## config.mk

```make
export PLATFORM = sky130hd
export DESIGN_NAME = uart_cmd_ctrl
export DESIGN_NICKNAME = d
export VERILOG_FILES = /design/src/rtl/uart_cmd_pkg.sv /design/src/rtl/uart_cmd_ctrl.sv
export SDC_FILE = /design/constraint.sdc
export NUM_CORES = 1
export LEC_CHECK = 0
export CORE_ASPECT_RATIO = 1.2
export CORE_MARGIN = 8
export CORE_UTILIZATION = 40
export CTS_CLUSTER_DIAMETER = 40
export DETAILED_ROUTE_END_ITERATION = 12
export PLACE_DENSITY = 0.81
export SLEW_MARGIN = 20
export SYNTH_ARGS = -nofsm -noshare
export SYNTH_HDL_FRONTEND = slang
export SYNTH_SLANG_ARGS = --single-unit
export TNS_END_PERCENT = 1
```

## constraint.sdc

```tcl
create_clock -name CLK -period 3.56 [get_ports CLK]
set_input_delay 0.712 -clock CLK [delete_from_list [all_inputs] [get_ports CLK]]
set_output_delay 0.712 -clock CLK [all_outputs]
set_load 0.1 [all_outputs]
```

## src/rtl/uart_cmd_pkg.sv

```systemverilog
// Shared definitions for the UART command controller: command codes and FSM state encoding.
package uart_cmd_pkg;

    localparam logic [7:0] CMD_RF_WR   = 8'hAA;
    localparam logic [7:0] CMD_RF_RD   = 8'hBB;
    localparam logic [7:0] CMD_ALU_OP  = 8'hCC;
    localparam logic [7:0] CMD_ALU_NOP = 8'hDD;

    typedef enum logic [3:0] {
        StIdle,
        StWrAddr,
        StWrData,
        StRdAddr,
        StRdWait,
        StOpA,
        StOpB,
        StFun,
        StAluWait,
        StTxLo,
        StTxHi
    } cmd_state_t;

endpackage

```

## src/rtl/uart_cmd_ctrl.sv

```systemverilog
// Parses command frames from the UART RX byte stream, drives register-file and ALU strobes,
// and returns read/ALU results to the TX FIFO through a valid/full handshake.
module uart_cmd_ctrl
    import uart_cmd_pkg::*;
#(
    parameter int unsigned DATA_W = 8,
    parameter int unsigned ADDR_W = 4,
    parameter int unsigned ALU_W  = 16
) (
    input  logic              CLK,
    input  logic              RST,
    input  logic [DATA_W-1:0] RX_P_DATA,
    input  logic              RX_DATA_VALID,
    input  logic              RX_ERR,
    output logic [DATA_W-1:0] TX_P_DATA,
    output logic              TX_DATA_VALID,
    input  logic              TX_FULL,
    output logic [ADDR_W-1:0] RF_ADDR,
    output logic              RF_WR_EN,
    output logic [DATA_W-1:0] RF_WR_DATA,
    output logic              RF_RD_EN,
    input  logic [DATA_W-1:0] RF_RD_DATA,
    input  logic              RF_RD_VALID,
    output logic              ALU_EN,
    output logic [3:0]        ALU_FUN,
    input  logic [ALU_W-1:0]  ALU_OUT,
    input  logic              ALU_OUT_VALID
);

    cmd_state_t        state_q, state_d;
    logic [ADDR_W-1:0] addr_q, addr_d;
    logic [DATA_W-1:0] wdata_q, wdata_d;
    logic [3:0]        fun_q, fun_d;
    logic [ALU_W-1:0]  res_q, res_d;
    logic              two_q, two_d;
    logic              wr_en_q, wr_en_d;
    logic              rd_en_q, rd_en_d;
    logic              alu_en_q, alu_en_d;

    logic rx_ok;
    logic rx_bad;
    logic tx_valid;
    logic tx_acc;
    logic parsing;

    assign rx_ok    = RX_DATA_VALID && !RX_ERR;
    assign rx_bad   = RX_DATA_VALID && RX_ERR;
    assign tx_valid = (state_q == StTxLo) || (state_q == StTxHi);
    assign tx_acc   = tx_valid && !TX_FULL;
    assign parsing  = (state_q == StIdle) || (state_q == StWrAddr) || (state_q == StWrData) ||
                      (state_q == StRdAddr) || (state_q == StOpA) || (state_q == StOpB) ||
                      (state_q == StFun);

    always_comb begin
        state_d  = state_q;
        addr_d   = addr_q;
        wdata_d  = wdata_q;
        fun_d    = fun_q;
        res_d    = res_q;
        two_d    = two_q;
        wr_en_d  = 1'b0;
        rd_en_d  = 1'b0;
        alu_en_d = 1'b0;

        unique case (state_q)
            StIdle: begin
                if (rx_ok) begin
                    case (RX_P_DATA)
                        CMD_RF_WR:   state_d = StWrAddr;
                        CMD_RF_RD:   state_d = StRdAddr;
                        CMD_ALU_OP:  state_d = StOpA;
                        CMD_ALU_NOP: state_d = StFun;
                        default:     state_d = StIdle;
                    endcase
                end
            end
            StWrAddr: if (rx_ok) begin
                addr_d  = RX_P_DATA[ADDR_W-1:0];
                state_d = StWrData;
            end
            StWrData: if (rx_ok) begin
                wdata_d = RX_P_DATA;
                wr_en_d = 1'b1;
                state_d = StIdle;
            end
            StRdAddr: if (rx_ok) begin
                addr_d  = RX_P_DATA[ADDR_W-1:0];
                rd_en_d = 1'b1;
                two_d   = 1'b0;
                state_d = StRdWait;
            end
            StRdWait: if (RF_RD_VALID) begin
                res_d   = ALU_W'(RF_RD_DATA);
                state_d = StTxLo;
            end
            StOpA: if (rx_ok) begin
                addr_d  = '0;
                wdata_d = RX_P_DATA;
                wr_en_d = 1'b1;
                state_d = StOpB;
            end
            StOpB: if (rx_ok) begin
                addr_d  = ADDR_W'(1);
                wdata_d = RX_P_DATA;
                wr_en_d = 1'b1;
                state_d = StFun;
            end
            StFun: if (rx_ok) begin
                fun_d    = RX_P_DATA[3:0];
                alu_en_d = 1'b1;
                two_d    = 1'b1;
                state_d  = StAluWait;
            end
            StAluWait: if (ALU_OUT_VALID) begin
                res_d   = ALU_OUT;
                state_d = StTxLo;
            end
            StTxLo: if (tx_acc) state_d = two_q ? StTxHi : StIdle;
            StTxHi: if (tx_acc) state_d = StIdle;
            default: state_d = StIdle;
        endcase

        // An errored byte anywhere in a frame drops the whole frame.
        if (rx_bad && parsing) begin
            state_d = StIdle;
        end
    end

    always_ff @(posedge CLK) begin
        if (RST) begin
            state_q  <= StIdle;
            addr_q   <= '0;
            wdata_q  <= '0;
            fun_q    <= '0;
            res_q    <= '0;
            two_q    <= 1'b0;
            wr_en_q  <= 1'b0;
            rd_en_q  <= 1'b0;
            alu_en_q <= 1'b0;
        end else begin
            state_q  <= state_d;
            addr_q   <= addr_d;
            wdata_q  <= wdata_d;
            fun_q    <= fun_d;
            res_q    <= res_d;
            two_q    <= two_d;
            wr_en_q  <= wr_en_d;
            rd_en_q  <= rd_en_d;
            alu_en_q <= alu_en_d;
        end
    end

    always_comb begin
        TX_P_DATA = '0;
        if (state_q == StTxLo) begin
            TX_P_DATA = res_q[DATA_W-1:0];
        end else if (state_q == StTxHi) begin
            TX_P_DATA = res_q[2*DATA_W-1:DATA_W];
        end
    end

    assign TX_DATA_VALID = tx_valid;
    assign RF_ADDR       = addr_q;
    assign RF_WR_EN      = wr_en_q;
    assign RF_WR_DATA    = wdata_q;
    assign RF_RD_EN      = rd_en_q;
    assign ALU_EN        = alu_en_q;
    assign ALU_FUN       = fun_q;

endmodule

```

# Word level (Yosys, flattened, before mapping)
# Cells that the tools add are included.
# word_totals
elab_cells	93
input_bits	39
register_bits	40
# classes
n_eq_ne	26
muxes	26
reduce_logical	29
bitwise	3
# op_table
operator	count
two-way mux 4 bit	14
case mux 4 bit (11 select lines)	1
== test 8 bit, second input constant	4
two-way mux 16 bit	2
case mux 16 bit (2 select lines)	1
inequality test 2 bit, second input constant	11
== test 4 x 3 -> 1 bit, second input constant	4
two-way mux 8 bit	2
== test 4 bit, second input constant	3
case mux 3 bit (4 select lines)	1
case mux 4 bit (3 select lines)	1
AND reduction 11 bit	1
OR reduction 2 bit	5
== test 4 x 2 -> 1 bit, second input constant	2
logical OR 1 bit	7
AND reduction 3 bit	2
== test 4 x 1 -> 1 bit, second input constant	1
logical AND 1 bit	4
logical NOT 4 bit	1
AND reduction 2 bit	2
AND reduction 4 bit	1
nonzero test 2 bit	2
two-way mux 1 bit	3
NOT 1 bit	3
5 further kinds	6

# Longest topological paths before layout
# depth
ltp_word	9
ltp_mapped	6
depth_no_buf	4

# Worst setup path before layout
# No wires, ideal clock.
# synth_timing
kind	register to output
startpoint	reg state_q[0]
endpoint	out TX_P_DATA[0]
required_time_ps	2848
path_buffers	2
arrival_ps	2282
path_stages_with_launch	6
setup_slack_ps	566
path_cell_list	dfxtp_1 buf_4 nor2b_1 clkbuf_1 a22oi_1 nor2_1
# synth_between
elab_chain_cells	3
# synth_rtl
element	line	source
from (decl)	uart_cmd_ctrl.sv:30	cmd_state_t state_q, state_d;
from (signal assigned)	uart_cmd_ctrl.sv:131	state_q <= StIdle;
from (signal assigned)	uart_cmd_ctrl.sv:141	state_q <= state_d;
== test 4 bit	uart_cmd_ctrl.sv:157	end else if (state_q == StTxHi) begin
two-way mux 8 bit	uart_cmd_ctrl.sv:157	
two-way mux 8 bit (*)	uart_cmd_ctrl.sv:155	if (state_q == StTxLo) begin
to (decl)	uart_cmd_ctrl.sv:15	output logic [DATA_W-1:0] TX_P_DATA,
# Mark *: on every way between the ends. The rest lies on a longest branch, timed or not.

# Final worst setup path
# layout_timing
startpoint	reg state_q[0]
endpoint	out TX_P_DATA[3]
# The elaborated chain is that of the path after synthesis.

==> out/qor.yml <==
pwr:
  power_mw: 1.71
  power_leakage_nw: 1.03
  p_per_area_nw_per_um2: 593
  peakVddDrop_mv: 0.319
clocking:
  cts.clk_slew.worst_paths_ns: 0.08
  clk_path_buf_depth: 2
  insertion_delay_ns: 0.29
  cts_tree: "built"
  cts-resized-gates: 0
  h-tree-depth: 2
  ctsHoldBuffers: 0
  cts_buffers: 5
  clock-sinks: 40
  clockRootBuffer: "clkbuf_8"
  postCtsSetupRepairBufs: 0
logic_synthesis:
  synth-main-ff-cell: "dfxtp_1"
  postSynthCellCount: 230
  syn_area_per_cell_um2: 9.35
  synthTopCellsByArea: "dfxtp_1 (37%), mux2i_1 (13%), nor2_1 (6.8%), a211oi_2 (5.8%), a22oi_1 (2.8%)"
  syn_area_um2: 2150
  ys_seq_area_frac: 0.373
  syn-num-nets: 269
  synthDistinctLibCells: 46
  ys.warnings.count: 0
  ys_ff_latch: 40
  synth_edf_count: 0
  yosys.area.top_type: "dfxtp_1"
  ys_async_sr_fraction: 0
  yosysTopAreaCellShare: 0.373
cells_and_area:
  nets: 326
  final_util: 0.553
  final.fill_count: 483
  final_cells: 350
  syn2layout_area_growth_pct: 34.5
  antenna_cells: 0
  drive_gt1_frac: 0.122
place:
  place_hpwl_um: 4080
  dp.cells: 342
  gp_congestion: 0.804
  portBuffers: 66
hold_path:
  hold_class: "flip-flop to flip-flop"
grt:
  grt_pass1_vias: 1930
  antenna_found_initial: 0
  grt_max_degree: 25
  overflow: 0
  grt_pass1_wl_um: 9030
  grt_usage: 0.135
route:
  wl_per_cell_um: 15.6
  wl_met2_um: 2720
  dr_wl_met3_um: 299
  viasPerCell: 5.33
  antenna_left: 0
  vias: 1866
  drc: 0
  met1_length_um: 2400
  first_pass_iters: 4
  route.top_layer_used: "met4"
  drt-total-wl_um: 5470
  drt-initial-drc-count: 84
timing:
  max_freq_mhz: 326
  fin_crit_ns: 3.07
  finalSetupTns_ns: 0
  worstMarginPinSlew_ns: 0.997
  setup_violations: 0
  finalCritPeriodShare: 0.863
  hold_viol: 0
  drv_slew: 0
  slew_headroom: 0.333
  fin_worst_skew_ns: 0.00681
  grt_setup_unrepaired: "false"
critical_path:
  required_ns: 2.85
  critPathMaxFanout: 22
  crit_type: "flip-flop to primary output"
  critical_path_arrival_ns: 2.36
  critPathBufInv: 1
  crit_slowest_cell: "dfxtp_1"
  worst_path_dominant_cell_family: "flip-flops"
  slowest_delay_ns: 0.79
  end_kind: "primary output"
  setup.worst_path.start_class: "flip-flop"
  cp_cell_sequence: "nor2b_1, a22oi_1, nor2_1, buf_4"
die:
  die_area_um2: 7990
  pin_count: 67
  design.core.area_um2: 5230
  num_rows: 29
  dieHeight_um: 96.3
  die_x_um: 82.9
  initial_core_util: 0.411
flow_run:
  cap_violations: 0
outcome:
  status: "finished clean"
[synthesized netlist by cell type (all sizes together) (2+ instances only)]
library cell	number
nand4b	2
clkbuf	5
a31oi	4
xor2	2
a21boi	2
nand3b	3
nor2	40
o21ai	2
and2	9
and3b	3
a311oi	2
mux2i	28
nand4	3
or4bb	2
dfxtp	40
o21a	2
buf	13
nand2b	9
nor3	2
nor3b	2
nor2b	6
a21oi	6
a211oi	10
nand2	4
nand3	5
a22oi	8
inv	2
[metal layers]
metal	vias to the layer above	GRT usage
li1	941	-
met1	869	0.150
met2	51	0.243
met3	5	0.0432
met4	0	0.0381
met5	-	0
[layout by cell type (no fill, tap or decap), types with 2 or more instances in the layout]
| cell | Yosys | routed |
|---|---|---|
| clkdlybuf4s50_1 | 0 | 57 |
| dfxtp_1 | 40 | 40 |
| nor2_1 | 39 | 39 |
| mux2i_1 | 28 | 28 |
| buf_4 | 4 | 11 |
| a211oi_2 | 10 | 10 |
| nand2b_1 | 9 | 9 |
| and2_1 | 9 | 9 |
| a22oi_1 | 8 | 8 |
| nor2b_1 | 6 | 6 |
| a21oi_1 | 6 | 6 |
| nand3_1 | 5 | 5 |
| clkbuf_8 | 0 | 5 |
| nand2_1 | 4 | 4 |
| a31oi_1 | 4 | 4 |
| and3b_1 | 3 | 3 |
| nand4_1 | 3 | 3 |
| nand3b_1 | 3 | 3 |
| xor2_1 | 2 | 2 |
| nor3b_1 | 2 | 2 |
| o21a_1 | 2 | 2 |
| nor3_1 | 2 | 2 |
| o21ai_0 | 2 | 2 |
| or4bb_1 | 2 | 2 |
| nand4b_1 | 2 | 2 |
| inv_1 | 2 | 2 |
| a311oi_2 | 2 | 2 |
[worst reg2reg max path, stage by stage (launching register included)]
cell	delay (ns)
dfxtp_1	0.80
nand3b_1	0.23
a21boi_4	0.72
mux2i_1	0.28
nor2_1	0.05
[per-stage QoR]
stage          area, um^2  hold slack [ns]  setup slack (ns)
2_1_floorplan        2150            0.445             0.566
3_3_place_gp         2780            0.460             0.820
3_5_place_dp         2780            0.462             0.803
6_report             2890            0.472             0.488
4_1_cts              2890            0.473             0.476
5_1_grt              2890            0.496             0.338
[logic make-up (layout without fill, tap and decap cells)]
logic type      after synthesis  count (layout)  synth area share
simple gates                 96              96             0.254
flops                        40              40             0.373
compound gates               44              44             0.183
buf+inv                      20              78            0.0524
mux                          28              28             0.130
xor+xnor                      2               2           0.00815
[cell type report]
type,count,area [um^2],share of cell area
Inverter,2,7.51,0.00260
Multi-Input combinational cell,170,1240,0.428
Timing Repair Buffer,68,653,0.226
Tap cell,62,77.6,0.0268
Sequential cell,40,801,0.277
Clock inverter,3,46.3,0.0160
Clock buffer,5,68.8,0.0238
[sequential cells by signal (all words and copies together) (netlist names)]
register    cells
res_q          16
RF_WR_DATA      8
ALU_FUN         4
RF_ADDR         4
state_q         4
ALU_EN          1
RF_RD_EN        1
RF_WR_EN        1
two_q           1
[path summary, 6_finish.rpt]
check	startpoint	endpoint	slack, ns	depth (start not counted)
setup / recovery	state_q[0]	TX_P_DATA[3]	0.49	4
hold / removal	RF_ADDR[3]	RF_ADDR[3]	0.47	2
setup reg to reg	state_q[2]	res_q[8]	1.33	4
hold reg to reg	RF_ADDR[3]	RF_ADDR[3]	0.47	2
[report_power, final]
group | switching, mW | internal, mW | total [mW]
Combinational | 0.437 | 0.298 | 0.735
Sequential | 0.0924 | 0.511 | 0.604
Clock | 0.165 | 0.211 | 0.376
No activity file was read; power rests on OpenSTA's default activity.
